`config.mk`:
```
export PLATFORM = sky130hd
export DESIGN_NAME = rv_writeback_arbiter_flat
export DESIGN_NICKNAME = d
export VERILOG_FILES = /design/src/rtl/rv_writeback_arbiter_if.sv /design/src/rtl/rv_writeback_arbiter.sv /design/src/flat_wrapper.sv
export SDC_FILE = /design/constraint.sdc
export NUM_CORES = 1
export LEC_CHECK = 0
export BUFFER_PORTS_ARGS = -buffer_cell sky130_fd_sc_hd__buf_4
export CAP_MARGIN = 20
export CORE_AREA = 2 2 432 434
export DETAILED_ROUTE_END_ITERATION = 6
export DIE_AREA = 0 0 434 436
export GPL_TIMING_DRIVEN = 0
export SLEW_MARGIN = 20
export SYNTH_ARGS = -nofsm -noshare
export SYNTH_HDL_FRONTEND = slang
export SYNTH_SLANG_ARGS = --single-unit
export TNS_END_PERCENT = 10
```
`constraint.sdc`:
```
create_clock -name clk -period 2.7 [get_ports clk]
set_input_delay 0.135 -clock clk [delete_from_list [all_inputs] [get_ports clk]]
set_output_delay 0.135 -clock clk [all_outputs]
set_load 0.05 [all_outputs]
```
`src/rtl/rv_writeback_arbiter_if.sv`:
```
// rv_writeback_arbiter_if: writeback beat bus from the commit arbiter to the register file and scoreboard
interface rv_writeback_arbiter_if #(
    parameter int UUID_BITS   = 44,
    parameter int NW_BITS     = 2,
    parameter int NUM_THREADS = 4,
    parameter int NR_BITS     = 5
);
    logic                      valid;
    logic [UUID_BITS-1:0]      uuid;
    logic [NUM_THREADS-1:0]    tmask;
    logic [NW_BITS-1:0]        wid;
    logic [31:0]               PC;
    logic [NR_BITS-1:0]        rd;
    logic [NUM_THREADS*32-1:0] data;
    logic                      eop;
    logic                      ready;
    modport master (output valid, uuid, tmask, wid, PC, rd, data, eop, input ready);
    modport slave (input valid, uuid, tmask, wid, PC, rd, data, eop, output ready);
endinterface

```
`src/rtl/rv_writeback_arbiter.sv`:
```
// rv_writeback_arbiter: round-robin commit arbiter with packet lock driving a registered writeback stage
module rv_writeback_arbiter #(
    parameter int CORE_ID     = 0,
    parameter int NUM_REQS    = 4,
    parameter int UUID_BITS   = 44,
    parameter int NW_BITS     = 2,
    parameter int NUM_THREADS = 4,
    parameter int NR_BITS     = 5
) (
    input  logic                               clk,
    input  logic                               reset,
    input  logic [NUM_REQS-1:0]                commit_valid,
    output logic [NUM_REQS-1:0]                commit_ready,
    input  logic [NUM_REQS*UUID_BITS-1:0]      commit_uuid,
    input  logic [NUM_REQS*NW_BITS-1:0]        commit_wid,
    input  logic [NUM_REQS*NUM_THREADS-1:0]    commit_tmask,
    input  logic [NUM_REQS*32-1:0]             commit_PC,
    input  logic [NUM_REQS-1:0]                commit_wb,
    input  logic [NUM_REQS*NR_BITS-1:0]        commit_rd,
    input  logic [NUM_REQS*NUM_THREADS*32-1:0] commit_data,
    input  logic [NUM_REQS-1:0]                commit_eop,
    rv_writeback_arbiter_if.master             writeback_if
);
    localparam int IW = $clog2(NUM_REQS);
    localparam int DW = NUM_THREADS * 32;
    localparam logic [IW-1:0] LAST = IW'(NUM_REQS - 1);

    if (NUM_REQS < 2 || CORE_ID < 0) begin : g_bad_cfg
        $error("rv_writeback_arbiter: NUM_REQS must be >= 2 and CORE_ID non-negative");
    end

    logic [IW-1:0] ptr, lock_idx, grant_idx;
    logic          locked, grant_any, can_accept, xfer;

    function automatic logic [IW-1:0] rr_idx(input logic [IW-1:0] base, input int k);
        int s;
        s = int'(base) + k;
        return IW'(s >= NUM_REQS ? s - NUM_REQS : s);
    endfunction

    // Descending scan so the source nearest the pointer is written last and wins.
    always_comb begin
        grant_any = 1'b0;
        grant_idx = lock_idx;
        if (locked)
            grant_any = commit_valid[lock_idx];
        else
            for (int k = NUM_REQS - 1; k >= 0; k--)
                if (commit_valid[rr_idx(ptr, k)]) begin
                    grant_any = 1'b1;
                    grant_idx = rr_idx(ptr, k);
                end
    end

    assign can_accept   = ~writeback_if.valid | writeback_if.ready;
    assign xfer         = grant_any & can_accept & ~reset;
    assign commit_ready = xfer ? (NUM_REQS'(1) << grant_idx) : '0;

    always_ff @(posedge clk) begin
        if (reset) begin
            writeback_if.valid <= 1'b0;
            writeback_if.uuid  <= '0;
            writeback_if.tmask <= '0;
            writeback_if.wid   <= '0;
            writeback_if.PC    <= '0;
            writeback_if.rd    <= '0;
            writeback_if.data  <= '0;
            writeback_if.eop   <= 1'b0;
            ptr                <= '0;
            lock_idx           <= '0;
            locked             <= 1'b0;
        end else begin
            if (xfer && commit_wb[grant_idx]) begin
                writeback_if.valid <= 1'b1;
                writeback_if.uuid  <= commit_uuid[grant_idx*UUID_BITS +: UUID_BITS];
                writeback_if.tmask <= commit_tmask[grant_idx*NUM_THREADS +: NUM_THREADS];
                writeback_if.wid   <= commit_wid[grant_idx*NW_BITS +: NW_BITS];
                writeback_if.PC    <= commit_PC[grant_idx*32 +: 32];
                writeback_if.rd    <= commit_rd[grant_idx*NR_BITS +: NR_BITS];
                writeback_if.data  <= commit_data[grant_idx*DW +: DW];
                writeback_if.eop   <= commit_eop[grant_idx];
            end else if (writeback_if.ready)
                writeback_if.valid <= 1'b0;
            // Pointer only advances at packet end so multi-beat packets stay contiguous.
            if (xfer) begin
                locked   <= ~commit_eop[grant_idx];
                lock_idx <= grant_idx;
                if (commit_eop[grant_idx])
                    ptr <= grant_idx == LAST ? '0 : grant_idx + 1'b1;
            end
        end
    end
endmodule

```
`src/flat_wrapper.sv`:
```
// flat-port wrapper written by rule: the top's interface ports become plain ports
module rv_writeback_arbiter_flat 
#(
    parameter int CORE_ID     = 0,
    parameter int NUM_REQS    = 4,
    parameter int UUID_BITS   = 44,
    parameter int NW_BITS     = 2,
    parameter int NUM_THREADS = 4,
    parameter int NR_BITS     = 5
)
  (clk, reset, commit_valid, commit_ready, commit_uuid, commit_wid, commit_tmask, commit_PC, commit_wb, commit_rd, commit_data, commit_eop, writeback_if_valid, writeback_if_uuid, writeback_if_tmask, writeback_if_wid, writeback_if_PC, writeback_if_rd, writeback_if_data, writeback_if_eop, writeback_if_ready);
  rv_writeback_arbiter_if #(.UUID_BITS(UUID_BITS), .NW_BITS(NW_BITS), .NUM_THREADS(NUM_THREADS), .NR_BITS(NR_BITS)) writeback_if_i ();
  input  logic clk;
  input  logic reset;
  input  logic [NUM_REQS-1:0] commit_valid;
  output logic [NUM_REQS-1:0] commit_ready;
  input  logic [NUM_REQS*UUID_BITS-1:0] commit_uuid;
  input  logic [NUM_REQS*NW_BITS-1:0] commit_wid;
  input  logic [NUM_REQS*NUM_THREADS-1:0] commit_tmask;
  input  logic [NUM_REQS*32-1:0] commit_PC;
  input  logic [NUM_REQS-1:0] commit_wb;
  input  logic [NUM_REQS*NR_BITS-1:0] commit_rd;
  input  logic [NUM_REQS*NUM_THREADS*32-1:0] commit_data;
  input  logic [NUM_REQS-1:0] commit_eop;
  output wire logic [$bits(writeback_if_i.valid)-1:0] writeback_if_valid;
  output wire logic [$bits(writeback_if_i.uuid)-1:0] writeback_if_uuid;
  output wire logic [$bits(writeback_if_i.tmask)-1:0] writeback_if_tmask;
  output wire logic [$bits(writeback_if_i.wid)-1:0] writeback_if_wid;
  output wire logic [$bits(writeback_if_i.PC)-1:0] writeback_if_PC;
  output wire logic [$bits(writeback_if_i.rd)-1:0] writeback_if_rd;
  output wire logic [$bits(writeback_if_i.data)-1:0] writeback_if_data;
  output wire logic [$bits(writeback_if_i.eop)-1:0] writeback_if_eop;
  input wire logic [$bits(writeback_if_i.ready)-1:0] writeback_if_ready;
  assign writeback_if_valid = writeback_if_i.valid;
  assign writeback_if_uuid = writeback_if_i.uuid;
  assign writeback_if_tmask = writeback_if_i.tmask;
  assign writeback_if_wid = writeback_if_i.wid;
  assign writeback_if_PC = writeback_if_i.PC;
  assign writeback_if_rd = writeback_if_i.rd;
  assign writeback_if_data = writeback_if_i.data;
  assign writeback_if_eop = writeback_if_i.eop;
  assign writeback_if_i.ready = writeback_if_ready;
  rv_writeback_arbiter #(.CORE_ID(CORE_ID), .NUM_REQS(NUM_REQS), .UUID_BITS(UUID_BITS), .NW_BITS(NW_BITS), .NUM_THREADS(NUM_THREADS), .NR_BITS(NR_BITS)) u_core (.clk(clk), .reset(reset), .commit_valid(commit_valid), .commit_ready(commit_ready), .commit_uuid(commit_uuid), .commit_wid(commit_wid), .commit_tmask(commit_tmask), .commit_PC(commit_PC), .commit_wb(commit_wb), .commit_rd(commit_rd), .commit_data(commit_data), .commit_eop(commit_eop), .writeback_if(writeback_if_i));
endmodule
```
Yosys cells after proc, flatten, opt, wreduce, memory -nomap -nowiden

Index checks and enable logic that the tools add are counted.

Input port bits: 875
Output and inout port bits: 221
Register bits: 222
Word-level logic and storage cells: 80

Reduce and logical (&&, ||, !) cells: 3
Multipliers: 2
Shift-type cells: 7
Eq/ne operators: 1
Mux-type cells: 32
Bitwise logic cells: 6
Magnitude comparators: 10
$add $sub $neg: 8

Operators by type and width:

| cell                | number |
|---|---|
| $shiftx 512x10->128 | 1 |
| $shiftx 176x9->44   | 1 |
| $shiftx 128x8->32   | 1 |
| $mux 2              | 10 |
| $shiftx 20x6->5     | 1 |
| $lt 2x3->1 const B  | 6 |
| $shiftx 16x5->4     | 1 |
| $bmux 1 s2          | 7 |
| $mux 1              | 14 |
| $ge 3x3->1 const B  | 3 |
| $shiftx 8x4->2      | 1 |
| $sub 2x1->2 const B | 4 |
| $add 2x2->3 const B | 2 |
| $mul 2x4->6 const B | 1 |
| $mul 2x3->5 const B | 1 |
| $mux 4              | 1 |
| $shl 1x2->4 const A | 1 |
| $add 2x1->3 const B | 1 |
| $ge 2x3->1 const B  | 1 |
| $not 1->1           | 3 |
| $add 2x1->2 const B | 1 |
| $and 1x1->1         | 2 |
| $eq 2x2->1 const B  | 1 |
| $reduce_and 2->1    | 1 |
| 3 further kinds     | 3 |

Depth between registers and ports, before layout

Depth in word-level cells: 14
Depth in mapped cells: 12
Mapped depth without buffers: 8

Least setup slack after synthesis

Ideal clock, no wire load.

Kind: register -> output
Start: reg u_core.ptr[0]
End: out commit_ready[1]
Path slack: -0.440 ns
Data arrival time: 3.005 ns
Buffers on the path: 4
Data required time: 2.565 ns
Stages on the path, launching flop included: 12
Cell sequence: dfxtp_1 -> buf_2 -> mux4_2 -> inv_1 -> a21oi_1 -> o22ai_1 -> buf_2 -> buf_2 -> buf_1 -> ha_1 -> inv_1 -> nor2_1

Elaborated cells on any way between the ends: 37
Classes of those cells: add/sub: 7; order compare: 4; shift: 1; mux: 23; bitwise: 2

RTL lines:

| element                                          | line                       | text |
|---|---|---|
| from (decl)                                      | rv_writeback_arbiter.sv:32 | `logic [IW-1:0] ptr, lock_idx, grant_idx;` |
| from (signal assigned)                           | rv_writeback_arbiter.sv:89 | `ptr <= grant_idx == LAST ? '0 : grant_idx + 1'b1;` |
| $add 2x2->3                                      | rv_writeback_arbiter.sv:37 | `s = int'(base) + k;` |
| $ge 3x3->1 / $sub 2x1->2 (equally long branches) | rv_writeback_arbiter.sv:38 | `return IW'(s >= NUM_REQS ? s - NUM_REQS : s);` |
| $mux 2                                           | rv_writeback_arbiter.sv:38 |  |
| $bmux 1 s2                                       | rv_writeback_arbiter.sv:49 | `if (commit_valid[rr_idx(ptr, k)]) begin` |
| $mux 1 (not written as such)                     | rv_writeback_arbiter.sv:49 |  |
| $mux 2 (3 in a row)                              | rv_writeback_arbiter.sv:49 |  |
| $mux 2 *                                         | rv_writeback_arbiter.sv:49 |  |
| $mux 2 *                                         | rv_writeback_arbiter.sv:45 | `if (locked)` |
| named net u_core.grant_idx[0]                    | rv_writeback_arbiter.sv:32 |  |
| $shl 1x2->4 *                                    | rv_writeback_arbiter.sv:57 | `assign commit_ready = xfer ? (NUM_REQS'(1) << grant_idx) : '0;` |
| $mux 4 *                                         | rv_writeback_arbiter.sv:57 |  |
| to (decl)                                        | flat_wrapper.sv:16         | `output logic [NUM_REQS-1:0] commit_ready;` |

The timed path passes the listed nets; every way through them passes the cells marked *. The select of a mux whose other input is x is not followed.

Final worst setup path

Start: reg u_core.ptr[0]
End: reg u_core.writeback_if.uuid[41]

Cells in the longest elaborated chain, start to end: 13
Elaborated cells on any way between the ends: 40
Classes of those cells: add/sub: 7; mul: 1; order compare: 4; shift: 1; mux: 24; bitwise: 2; reduce/logical: 1

Ends and longest elaborated chain:

| element                                              | line                          | text |
|---|---|---|
| branches (longest 13 deep; another with $mul 2x4->6) | n/a                           |  |
| to (signal assigned)                                 | rv_writeback_arbiter.sv:75    | `writeback_if.uuid <= commit_uuid[grant_idx*UUID_BITS +: UUID_BITS];` |
| to (decl)                                            | rv_writeback_arbiter_if.sv:17 | `modport master (output valid, uuid, tmask, wid, PC, rd, data, eop, input ready);` |

Several ways; the timed one is not identified. The select of a mux whose other input is x is not followed.
A chain may end at the register's enable or synchronous reset.

==> results.py <==
metrics = {
    "outcome": {
        "status": "finished, violations left",
        "failing_checks": "negative setup slack",
    },
    "setup_path": {
        "timing_worst_setup_path_type": "reg2reg",
        "r2r_setup_slack_ns": -0.44,
        "critPathBufInv": 7,
        "crit_required_ns": 3.16,
        "critical_path.reg2reg.startpoint": "u_core.ptr[0]",
        "critPathMaxStageDelay_ns": 0.36,
        "critPathSlowestCell": "a311o_1",
        "critPathMostFrequentCell": "buf_12",
        "timing.rr.end": "u_core.writeback_if.uuid[41]",
        "crit_path_dat_ns": 3.60,
        "cp_delay_by_family_top": "buffers and inverters",
        "timing.reg2reg.worst_path_depth": 14,
        "cp_cell_sequence": "buf_4, nand3b_1, o211a_1, o22ai_4, buf_6, buf_12, and3_1, a211oi_2, a311o_1, buf_12, buf_8, buf_16, clkbuf_16, mux2_4",
        "critical_path.max_fanout": 6,
        "setup.worst_path.start_class": "flip-flop",
        "worstSetupEndpointType": "flip-flop",
    },
    "floorplanning": {
        "floorplan.die.width_um": 434,
        "floorplan.initialDensity": 0.0884,
        "fp.coreArea_mm2": 0.185,
        "placement_rows": 158,
        "ios": 1096,
        "die_ar_mm2": 0.189,
        "fp.dieH_um": 436,
    },
    "place": {
        "detailed_place_hpwl_um": 176000,
        "finalWeightedCongestion": 1.02,
        "number_of_buffers_added_on_ports": 1092,
        "cell_area_placed_mm2": 0.0278,
        "dpl.cell_count": 5619,
    },
    "timing": {
        "final_min_period_over_clock_period": 1.16,
        "timing.final.setup_violations": 221,
        "relSlewSlack": 0.370,
        "finalCriticalPeriod_ns": 3.14,
        "setup_ws_ns": -0.442,
        "max_slew.worst_pin.slew_ns": 0.945,
        "drv_slew": 0,
        "fin_setup_tns_ns": -74.93,
        "hold_violations": 0,
        "grt_setup_unrepaired": "true",
        "fin_worst_skew_ns": 0.0266,
        "maxClockFrequency_ghz": 0.318,
    },
    "cts": {
        "cts_buffers": 34,
        "clk_tree_root_cell": "clkbuf_16",
        "tritoncts": "yes",
        "h_tree_levels": 2,
        "clock_sinks": 222,
        "cts.reportedPaths.clkPinSlew_ns": 0.07,
        "max-clock-path-buffers": 3,
        "clkLatencyLatePin_ns": 0.59,
    },
    "synth": {
        "netlist_area_mm2": 0.0163,
        "synth_common_cells": "nand2_1 (435), dfxtp_1 (222), nor2b_1 (219)",
        "ys_async_sr_fraction": 0,
        "postSynthNetCount": 2918,
        "ys_seq_area_frac": 0.272,
        "synth-seq-cells": 222,
        "synth_area_per_cell_um2": 8.00,
        "yosys.cell_types.count": 44,
        "synth_edf_count": 0,
        "synth_ff_type": "dfxtp_1",
        "netlist_instances": 2039,
        "synth.top_cells.by_area": "dfxtp_1 (27%), mux2_4 (12%), nand2_1 (10%), a211oi_1 (9.9%), nor2b_1 (8.4%)",
        "synth.largest_area_cell": "dfxtp_1",
        "synth-warning-count": 0,
        "most_numerous_cell_in_the_yosys_netlist": "nand2_1",
        "synth.top_cell.area_share": 0.272,
    },
    "pwr": {
        "vdd_drop_max_uv": 693,
        "power.total_mw": 43.9,
        "pwr_density_cell_mw_per_mm2": 1280,
        "static_leakage_nw": 15.2,
    },
    "detailed_routing": {
        "routed_wl_um": 202000,
        "drt_iter0_markers": 1983,
        "num_vias": 23400,
        "avgRoutedWirePerCell_um": 33.9,
        "drt_pre_antenna_iters": 5,
        "vias_per_cell": 3.93,
        "ant_nets": 0,
        "post-route-drc-count": 0,
    },
    "global_routing": {
        "grt_usage": 0.202,
        "pin_count_of_the_biggest_net_entering_global_routing": 12,
        "overflow": 0,
        "grt_antenna_before_repair": 93,
        "grt_first_pass_wirelength_um": 249000,
        "first_global_vias": 23400,
    },
    "worst_hold_path": {
        "worstHoldPathType": "in2reg",
        "min_delay_worst_endpoint": "u_core.writeback_if.data[85]",
        "timing.hold.worst_path_depth": 4,
        "hp-start": "commit_data[341]",
    },
    "final_layout": {
        "design.final.nets": 4324,
        "final_core_utilization": 0.185,
        "fraction_of_final_layout_cells_sized_beyond_drive_strength_1": 0.493,
        "postLayoutCellArea_mm2": 0.0342,
        "instances_no_fill": 5964,
        "synthToLayoutAreaGrowth_pct": 110,
    },
    "run": {
        "max-cap-violations": 0,
    },
}
==> area by class of cell <==
class	instances	area, µm²
antenna	18	45.0
buffer	218	1900
clock buffer	43	926
clock inverter	14	183
fill	21000	150000
inverter	11	61.3
multi-input combinational	1585	12200
sequential	222	4450
tap	2480	3100
timing repair buffer	1373	11300
==> layout by cell type (no fill, tap or decap), types with 5 or more instances in the layout <==
cell and n:
a211oi_1 139, a211oi_2 36, a211oi_4 42, a31oi_1 173
a31oi_2 22, a31oi_4 20, and3_1 215, buf_12 33
buf_16 9, buf_2 11, buf_4 1118, buf_6 14
buf_8 14, clkbuf_1 86, clkbuf_16 51, clkbuf_2 41
clkbuf_4 20, clkbuf_8 14, clkinv_2 6, dfxtp_1 219
diode_2 18, dlygate4sd3_1 223, inv_2 5, mux2_2 34
mux2_4 186, nand2_1 434, nand3_1 8, nor2_1 5
nor2b_1 219
==> registers in the layout, summed over array words and instances (netlist names), 2 cells and up <==
name and cells:
u_core.writeback_if.wid 2, u_core.ptr 2, u_core.writeback_if.tmask 4, u_core.writeback_if.PC 32, u_core.writeback_if.uuid 44, u_core.writeback_if.data 128, u_core.lock_idx 2, u_core.writeback_if.rd 5
==> per-layer routing <==
metal	vias to the layer above	track usage	routed length [µm]
li1	10200	-	-
met1	11700	0.244	81000
met2	1298	0.361	101000
met3	299	0.0312	12000
met4	6	0.0682	8020
met5	-	0	44
==> through the flow <==
step,setup slack [ns],hold slack [ns]
6_report,-0.442,0.0562
5_1_grt,-0.508,0.0313
4_1_cts,-0.467,0.000702
3_5_place_dp,-2.81,0.555
3_3_place_gp,-3.34,0.547
2_1_floorplan,-0.0750,0.338
==> worst reg2reg max path, stage by stage (launching register included) <==
cell and delay, ns:
dfxtp_2 0.34, buf_4 0.14, nand3b_1 0.16, o211a_1 0.21, o22ai_4 0.25, buf_6 0.16
buf_12 0.14, and3_1 0.19, a211oi_2 0.04, a311o_1 0.36, buf_12 0.18, buf_8 0.21
buf_16 0.16, clkbuf_16 0.18, mux2_4 0.29
==> worst max path at each step <==
stage                    start                            to  cells after the start
2_1_floorplan  commit_valid[3]               commit_ready[0]                     10
3_3_place_gp     u_core.ptr[0]    u_core.writeback_if.PC[30]                     11
3_5_place_dp     u_core.ptr[0]  u_core.writeback_if.uuid[40]                     11
4_1_cts          u_core.ptr[1]               commit_ready[2]                     11
5_1_grt          u_core.ptr[0]               commit_ready[0]                     14
6_report         u_core.ptr[0]  u_core.writeback_if.uuid[41]                     14
==> timing repair <==
action / 4_1_cts / 5_1_grt
cloned: 3 / 6
buffers inserted: 20 / 22
hold buffers: 223 / 0
gates resized for setup: 420 / 163
setup endpoints to repair: 225 / 223
endpoints found under the hold margin: 104 / 0
pin swaps: 25 / 23
==> report_power, final <==
| group | total (mW) | switching [mW] | leakage [nW] | internal [mW] |
|---|---|---|---|---|
| Clock | 4.76 | 1.96 | 0.542 | 2.81 |
| Sequential | 5.28 | 0.832 | 1.84 | 4.45 |
| Combinational | 33.9 | 21.1 | 12.9 | 12.8 |
| Total | 43.9 | 23.8 | 15.2 | 20.1 |
==> cells by family (layout without fill, tap and decap cells) <==
family / Yosys count / count (layout) / share of synthesized area
buf+inv: 232 / 1659 / 0.0676
simple gates: 901 / 901 / 0.277
mux: 224 / 224 / 0.186
other cells: 0 / 18 / 0
flops: 222 / 222 / 0.272
compound gates: 456 / 456 / 0.194
fa+ha+maj: 4 / 4 / 0.00307
(Power assumes the default switching activity.)
